==> config.mk <==
export PLATFORM = sky130hd
export DESIGN_NAME = ema_calculator
export DESIGN_NICKNAME = d
export VERILOG_FILES = /design/src/rtl/ema_calculator.sv
export SDC_FILE = /design/constraint.sdc
export NUM_CORES = 1
export LEC_CHECK = 0
export CORE_MARGIN = 2
export CORE_UTILIZATION = 59
export DETAILED_ROUTE_END_ITERATION = 10
export GPL_ROUTABILITY_DRIVEN = 1
export PLACE_DENSITY = 0.89
export SYNTH_ARGS = -nofsm -noshare
export SYNTH_HDL_FRONTEND = slang
export SYNTH_SLANG_ARGS = --single-unit
==> constraint.sdc <==
create_clock -name clk -period 14.8 [get_ports clk]
set_input_delay 4.44 -clock clk [delete_from_list [all_inputs] [get_ports clk]]
set_output_delay 4.44 -clock clk [all_outputs]
set_load 0.01 [all_outputs]
==> src/rtl/ema_calculator.sv <==
// rtl/ema_calculator.sv - fixed-point EMA of packet sizes over a measurement window, reported on a stream
//
// Parameters:
//   ALPHA_SHIFT  smoothing factor alpha = 2^-ALPHA_SHIFT (1..16)
//   FRAC_BITS    fractional bits of the EMA fixed-point format (0..16)
// Optional feature macro:
//   EMA_PEAK_EN  adds a peak-size register and a third report beat
// Ports:
//   clk, aresetn                     clock, synchronous active-low reset
//   packet_size, packet_size_valid   per-packet byte count from the snooper
//   measure_in                       measurement window (snooper measure_sync_out)
//   ema_stream_T*                    report stream: beat 0 ema, beat 1 count, [beat 2 peak]
module ema_calculator #(
    parameter int ALPHA_SHIFT = 3,
    parameter int FRAC_BITS   = 8
) (
    input  logic        clk,
    input  logic        aresetn,
    input  logic [63:0] packet_size,
    input  logic        packet_size_valid,
    input  logic        measure_in,
    output logic [63:0] ema_stream_TDATA,
    output logic [7:0]  ema_stream_TKEEP,
    output logic        ema_stream_TVALID,
    input  logic        ema_stream_TREADY,
    output logic        ema_stream_TLAST
);

    typedef enum logic [1:0] {IDLE, MEASURE, REPORT} state_t;

`ifdef EMA_PEAK_EN
    localparam logic [1:0] LAST_BEAT = 2'd2;
`else
    localparam logic [1:0] LAST_BEAT = 2'd1;
`endif

    state_t      state;
    logic [63:0] ema;
    logic [63:0] count;
    logic [1:0]  beat;

    logic               accept;
    logic [63:0]        sample_fx;
    logic signed [64:0] diff;
    logic [63:0]        step;
    logic [63:0]        ema_next;
    logic [63:0]        count_next;
    logic [1:0]         beat_nxt;
    logic [63:0]        beat_nxt_data;

    assign accept = packet_size_valid && (state == MEASURE);

    // Shifting left drops the top FRAC_BITS bits, which is exactly the
    // {packet_size[63-FRAC_BITS:0], zeros} placement, and stays legal at FRAC_BITS=0.
    assign sample_fx = packet_size << FRAC_BITS;

    // 65-bit signed difference; the arithmetic shift floors toward -inf.
    // The updated ema lies between ema and sample_fx, so a modulo-2^64 add
    // of the truncated step is exact.
    assign diff = $signed({1'b0, sample_fx}) - $signed({1'b0, ema});
    assign step = 64'(diff >>> ALPHA_SHIFT);

    always_comb begin
        ema_next   = ema;
        count_next = count;
        if (accept) begin
            ema_next = (count == 64'd0) ? sample_fx : ema + step;
            if (count != {64{1'b1}}) begin
                count_next = count + 64'd1;
            end
        end
    end

`ifdef EMA_PEAK_EN
    logic [63:0] peak;
    logic [63:0] peak_next;

    always_comb begin
        peak_next = peak;
        if (accept && (packet_size > peak)) begin
            peak_next = packet_size;
        end
    end
`endif

    assign beat_nxt = beat + 2'd1;

    always_comb begin
        beat_nxt_data = 64'd0;
        case (beat_nxt)
            2'd1:    beat_nxt_data = count;
`ifdef EMA_PEAK_EN
            2'd2:    beat_nxt_data = peak;
`endif
            default: beat_nxt_data = 64'd0;
        endcase
    end

    always_ff @(posedge clk) begin
        if (!aresetn) begin
            state             <= IDLE;
            ema               <= 64'd0;
            count             <= 64'd0;
            beat              <= 2'd0;
            ema_stream_TDATA  <= 64'd0;
            ema_stream_TKEEP  <= 8'd0;
            ema_stream_TVALID <= 1'b0;
            ema_stream_TLAST  <= 1'b0;
`ifdef EMA_PEAK_EN
            peak              <= 64'd0;
`endif
        end else begin
            case (state)
                IDLE: begin
                    ema   <= 64'd0;
                    count <= 64'd0;
                    beat  <= 2'd0;
`ifdef EMA_PEAK_EN
                    peak  <= 64'd0;
`endif
                    if (measure_in) begin
                        state <= MEASURE;
                    end
                end
                MEASURE: begin
                    ema   <= ema_next;
                    count <= count_next;
`ifdef EMA_PEAK_EN
                    peak  <= peak_next;
`endif
                    // A sample arriving as the window closes is folded into beat 0.
                    if (!measure_in) begin
                        state             <= REPORT;
                        beat              <= 2'd0;
                        ema_stream_TDATA  <= ema_next;
                        ema_stream_TKEEP  <= 8'hFF;
                        ema_stream_TVALID <= 1'b1;
                        ema_stream_TLAST  <= 1'b0;
                    end
                end
                REPORT: begin
                    if (ema_stream_TVALID && ema_stream_TREADY) begin
                        if (beat == LAST_BEAT) begin
                            state             <= IDLE;
                            ema_stream_TDATA  <= 64'd0;
                            ema_stream_TKEEP  <= 8'd0;
                            ema_stream_TVALID <= 1'b0;
                            ema_stream_TLAST  <= 1'b0;
                        end else begin
                            beat             <= beat_nxt;
                            ema_stream_TDATA <= beat_nxt_data;
                            ema_stream_TLAST <= (beat_nxt == LAST_BEAT);
                        end
                    end
                end
                default: begin
                    state <= IDLE;
                end
            endcase
        end
    end

endmodule

==> results.ini, run 1 <==
[floorplanning]
io_pins = 143
die_h_um = 169
num_rows = 60
core_region_area_um2 = 26900
dieWidth_um = 169
start_util_pct = 59.9
die_area_um2 = 28600

[global_routing]
grt_use_total_pct = 37.0
grt_max_degree = 74
overflow = 0
gr-usage-met1_pct = 50.1
busiest_layer = met2
grtUsageMet3_pct = 8.93
met2_usage_pct = 57.2
grt_pass1_vias = 15952
grt_antenna_before_repair = 2
grt_pass1_wl_um = 84800

[synthesis]
synth_nets = 2386
synthAdderAreaFrac_pct = 10.3
synth_cells = 2185
synth_top_cell_by_area = dfxtp_1
synth_mux_area_share_pct = 0.871
ys_async_sr_fraction_pct = 0
yosys.area_share.xor_xnor_pct = 8.33
synth_area_um2 = 16100
ys_seq_area_share_pct = 24.6
synth.avg_cell_area_um2 = 7.36
yosys_warnings = 0
ys_top_cells_by_area = dfxtp_1, ha_1, nor2_1
yosys.area.top_type_share_pct = 24.6
synth_edf_count = 0
ys_types = 83
synthFlopType = dfxtp_1
synth_top_family_by_area = compound AO/OA/AOI/OAI gates
synthSimpleGateAreaFrac_pct = 22.2
ys_seq_elements = 198
synth_compound_gate_area_share_pct = 27.7

[placed_design]
gp_congestion = 1.03
dp_hpwl_um = 40200
dpl_worst_slack_ns = 3.45
io_buffers = 134

[final_layout]
layout_commonest_cell = nor2_1
drive_above_1_share_pct = 3.54
layout_common_cells = nor2_1, dfxtp_1, a21oi_1
utilization_pct = 67.1
synthToLayoutAreaGrowth_pct = 12.1
fin_nets = 2418

[sta]
setup_tns_ns = 0
final-hold-violation-count = 0
rsz0062_at_grt = no
period_needed_ns = 11.16
tightest_slew_ns = 1.18
finalSetupViolCount = 0
max_freq_ghz = 0.0896
maxSlewViolCount = 0
slew_headroom_pct = 21.2
finalHoldWorstSlack_ns = 0.481
skew_ns = 0.0180
timing.final.ws_setup_ns = 3.64
fin_crit_sh_pct = 75.4

[detailed_routing]
antenna_left = 0
viasPerCell = 6.63
via_count = 17045
drc_errors = 0
wl_per_cell_um = 21.0
drt_iter0_drc = 2044
first_pass_iters = 9
drt-total-wl_um = 53900

[clock_tree]
cts_sinks = 198
root_buffer = clkbuf_16
cts-resized-gates = 0
clk_latency_ns = 0.46
cts_setup_buffers = 0
clk_path_buf_depth = 2
cts_tree = done
path_clk_slew_ns = 0.09
numCtsBuffers = 17
postCtsHoldBufs = 0
ctsHtreeMaxLevel = 4

[power]
power_density_nw_per_um2 = 77.0
irDropWorstVdd_uv = 90.0
power.leakage_nw = 6.99
fin_total_pwr_mw = 1.39

[setup_path]
start_kind = primary input
crit_fanout = 7
arrival_ns = 11.53
critPathKind = primary input to flip-flop
worst_ep_required_time_ns = 15.17
worstSetupEndpointType = flip-flop

[run]
maxCapViolations = 0

[min_path]
min_path_type = flip-flop to flip-flop

[outcome]
outcome = finished, final reports clean

layout make-up:
type | instances | area, um2
timing repair buffer | 149 | 1450
sequential | 198 | 3970
fill | 2282 | 8840
tap | 341 | 427
antenna | 1 | 2.50
multi-input combinational | 1759 | 11200
clock inverter | 14 | 180
inverter | 92 | 345
clock buffer | 18 | 429
Yosys cell counts (6+ instances only):
cell type / n
nand4_1: 46
buf_1: 8
a31oi_1: 19
nand2b_1: 19
nor2_1: 258
o22ai_1: 6
and3_1: 24
dfxtp_1: 198
o211a_1: 8
nor4_1: 34
ha_1: 131
inv_1: 91
a221oi_1: 29
a211oi_1: 15
nor3b_1: 6
and4_1: 9
and2_1: 14
clkbuf_1: 109
buf_4: 9
or3_1: 17
a21o_1: 57
o21ai_1: 6
o31ai_1: 11
a22oi_1: 20
o21a_1: 23
mux2i_1: 14
xnor2_1: 75
a21oi_1: 190
o21bai_1: 19
xor2_1: 78
o211ai_1: 52
nand2_1: 187
o21ai_0: 187
nand3_1: 55
nor3_1: 49
nor2b_1: 29
metrics by stage:
stage	area, um2	instances
final	18000	2572
after global routing	18000	2572
after global placement	17400	2539
after floorplan	16100	2185
after CTS	18000	2571
after detailed placement	17400	2539
power breakdown:
group	internal, mW	leakage (nW)	switching, mW
Combinational	0.134	5.09	0.211
Clock	0.231	0.293	0.260
Sequential	0.544	1.60	0.00984
Total	0.908	6.99	0.481
metal layers:
metal / wire length (um) / vias up
met5: 0 / -
met4: 1980 / 0
met3: 5930 / 143
met2: 23300 / 957
met1: 22700 / 8016
li1: - / 7929
cell families (layout without fill, tap and decap cells):
family	after synthesis	count (layout)
AND/OR/NAND/NOR	762	762
AO/OA/AOI/OAI	698	698
buffers and inverters	228	273
flip-flops	198	198
XOR/XNOR	153	153
adder cells (fa/ha/maj)	132	132
multiplexers	14	14
other	0	1
final timing paths:
kind                            startpoint                                end  slack, ns  cells past startpoint
min reg2reg  ema_stream_TLAST$_SDFFE_PN0P_      ema_stream_TLAST$_SDFFE_PN0P_       0.48                      2
max reg2reg            ema[0]$_SDFFE_PN0P_  ema_stream_TDATA[62]$_SDFFE_PN0P_       7.45                     25
max                         packet_size[1]  ema_stream_TDATA[62]$_SDFFE_PN0P_       3.64                     27
min          ema_stream_TLAST$_SDFFE_PN0P_      ema_stream_TLAST$_SDFFE_PN0P_       0.48                      2
sequential cells by signal, indices dropped and copies added (netlist names):
| register | flops |
|---|---|
| beat | 2 |
| count | 64 |
| ema | 64 |
| ema_stream_TDATA | 64 |
| ema_stream_TKEEP | 1 |
| ema_stream_TLAST | 1 |
| state | 2 |
worst max-delay path: stages:
cell and delay (ns):
clkdlybuf4s50_1 0.45, ha_1 0.41, nand3_1 0.11, or4_4 0.49, o211a_4 0.19, a21oi_1 0.38, o21ai_0 0.25, a211o_1 0.36
a41oi_1 0.35, a221oi_1 0.15, nor2b_1 0.21, o21a_1 0.16, nor2_1 0.05, xnor2_1 0.16, ha_1 0.41, and4_1 0.24
nand2_1 0.07, or2_2 0.30, nor2_1 0.16, o211ai_1 0.15, o211ai_1 0.39, a31oi_1 0.24, o41ai_1 0.62, a31oi_1 0.19
xnor2_1 0.23, mux2i_1 0.13, o31ai_1 0.21
(Power assumes the default switching activity.)
==> inputs of run 2 (changes only) <==
==> constraint.sdc (replaced) <==
create_clock -name clk -period 11.05 [get_ports clk]
set_input_delay 3.315 -clock clk [delete_from_list [all_inputs] [get_ports clk]]
set_output_delay 3.315 -clock clk [all_outputs]
set_load 0.01 [all_outputs]
==> run 2 against run 1 <==
  * Hold slack lost 0.0035 ns
  * Non-clock buffer count fell by 1
  * Critical path depth is the same
  * Total power up 35%
  * Clock skew is 0.0024 ns higher
  * Combinational power increased by 33%
  * Setup slack lost 2.5 ns
  * Clock power increased by 38%
  * Utilization rose by 0.051 points
  * Sequential share of layout area hardly changed
  * Clock-buffer cell count down 1
  * Critical path type unchanged
  * Largest power group unchanged
  * Register-to-register slack worse by 3.7 ns
==> results.ini, run 2 (synthesized netlist as in run 1, its figures left out) <==
[global_routing]
grt_pass1_vias = 15785
grt_pass1_wl_um = 83800
met2_usage_pct = 57.8
gr-usage-met1_pct = 50.0
overflow = 0
grt_use_total_pct = 36.6
busiest_layer = met2
grt_antenna_before_repair = 1
grtUsageMet3_pct = 8.07
grt_max_degree = 74

[power]
power.leakage_nw = 7.00
irDropWorstVdd_uv = 103
power_density_nw_per_um2 = 104

[clock_tree]
postCtsHoldBufs = 0
cts_setup_buffers = 0
path_clk_slew_ns = 0.09
cts_sinks = 198
ctsHtreeMaxLevel = 4
cts_tree = done
root_buffer = clkbuf_16
clk_path_buf_depth = 2
numCtsBuffers = 17
cts-resized-gates = 0
clk_latency_ns = 0.45

[sta]
max_freq_ghz = 0.101
finalSetupViolCount = 0
finalHoldWorstSlack_ns = 0.477
fin_crit_sh_pct = 90.0
final-hold-violation-count = 0
tightest_slew_ns = 1.18
rsz0062_at_grt = no
slew_headroom_pct = 21.3
period_needed_ns = 9.94
setup_tns_ns = 0
maxSlewViolCount = 0
skew_ns = 0.0204

[run]
maxCapViolations = 0

[detailed_routing]
viasPerCell = 6.61
wl_per_cell_um = 20.9
drt_iter0_drc = 1838
drc_errors = 0
drt-total-wl_um = 53600
antenna_left = 0
first_pass_iters = 6
via_count = 16993

[floorplanning]
die_area_um2 = 28600
num_rows = 60
core_region_area_um2 = 26900
io_pins = 143
dieWidth_um = 169
start_util_pct = 59.9
die_h_um = 169

[setup_path]
arrival_ns = 10.30
path_delay_family = compound AO/OA/AOI/OAI gates
worst-path-buf-inv = 1
r2r_setup_slack_ns = 3.74
cpMaxStageDelayCell = o41ai_1
rr_startpoint = ema[1]$_SDFFE_PN0P_
rr_endpoint = ema_stream_TDATA[62]$_SDFFE_PN0P_
r2r_cells = 25
worstSetupEndpointType = flip-flop
worst_ep_required_time_ns = 11.41
start_kind = primary input
crit_fanout = 7
critPathKind = primary input to flip-flop
max_stage_delay_ns = 0.57

[final_layout]
num_antenna_cells = 0
synthToLayoutAreaGrowth_pct = 12.2
design_area_um2 = 18100
utilization_pct = 67.2
layout_commonest_cell = nor2_1
multi_input_area_um2 = 11200
layout_common_cells = nor2_1, dfxtp_1, a21oi_1
top_regs = count x64, ema x64, ema_stream_TDATA x64
drive_above_1_share_pct = 3.54
fill_cells = 2282
instances_no_fill = 2570
fin_nets = 2417
seqCellArea_um2 = 3970

[min_path]
worstHoldStart = ema_stream_TLAST$_SDFFE_PN0P_
min_to = ema_stream_TLAST$_SDFFE_PN0P_
hold_depth = 2
min_path_type = flip-flop to flip-flop

[placed_design]
gp_congestion = 1.00
io_buffers = 134
dp_hpwl_um = 40000
dpl.cell_count = 2538
dpl_cell_area_um2 = 17400

[outcome]
outcome = finished, final reports clean

==> run 2: cell count changes in the layout (fill, tap and decap cells not counted) <==
cell      previous run  this run
diode_2              1         0
clkinv_4             1         0
inv_8                2         5
clkinv_8             7         6
buf_4               15        14
inv_12               0         3
inv_6                4         0
clkbuf_1             1         0
clkinv_2             0         1
==> run 2: metal layers <==
layer | routed length [um] | vias up
li1 | - | 7961
met1 | 22800 | 7953
met2 | 23400 | 927
met3 | 5720 | 152
met4 | 1800 | 0
met5 | 0 | -
==> run 2: how the worst max path moves through the flow <==
stage / to / cells after the start / slack, ns / from
2_1_floorplan: ema_stream_TDATA[56]$_SDFFE_PN0P_ / 26 / 2.48 / packet_size[1]
3_5_place_dp: ema_stream_TDATA[62]$_SDFFE_PN0P_ / 27 / 0.81 / packet_size[1]
3_3_place_gp: ema_stream_TDATA[62]$_SDFFE_PN0P_ / 27 / 0.87 / packet_size[1]
5_1_grt: ema_stream_TDATA[63]$_SDFFE_PN0P_ / 26 / 0.73 / packet_size[1]
4_1_cts: ema_stream_TDATA[62]$_SDFFE_PN0P_ / 27 / 1.22 / packet_size[1]
6_report: ema_stream_TDATA[62]$_SDFFE_PN0P_ / 27 / 1.11 / packet_size[1]
==> run 2: stage by stage <==
stage	setup WS, ns	total power, mW
after global placement	0.866	1.19
after floorplan	2.48	1.06
after detailed placement	0.813	1.20
after CTS	1.22	1.86
final	1.11	1.88
after global routing	0.732	1.95
==> run 2: where the power goes <==
group / internal [mW] / switching, mW / leakage, nW
logic: 0.178 / 0.281 / 5.09
clock network: 0.317 / 0.361 / 0.307
registers: 0.728 / 0.0132 / 1.60
==> run 2: final cells by class <==
| class | instances | area share, % |
|---|---|---|
| flip-flops and latches | 198 | 22.0 |
| well taps | 341 | 2.36 |
| repair buffers | 148 | 8.01 |
| multi-input cells | 1759 | 62.2 |
| inverters | 92 | 1.91 |
| clock inverters | 15 | 1.15 |
| clock buffers | 17 | 2.36 |
==> run 2: worst min-delay path: stages, from the launching register on <==
cell     delay (ns)
dfxtp_1        0.32
nand2_1        0.06
a21oi_1        0.06
==> inputs of run 3 (changes only) <==
--- a/config.mk
+++ b/config.mk
@@ -5,10 +5,12 @@
 export SDC_FILE = /design/constraint.sdc
 export NUM_CORES = 1
 export LEC_CHECK = 0
+export ABC_CLOCK_PERIOD_IN_PS = 11050
 export CORE_MARGIN = 2
 export CORE_UTILIZATION = 59
 export DETAILED_ROUTE_END_ITERATION = 10
 export GPL_ROUTABILITY_DRIVEN = 1
+export HOLD_SLACK_MARGIN = 0.05
 export PLACE_DENSITY = 0.89
 export SYNTH_ARGS = -nofsm -noshare
 export SYNTH_HDL_FRONTEND = slang
==> results of run 3 <==
Same layout as run 2: the final DEF is identical, and so are final timing and power.
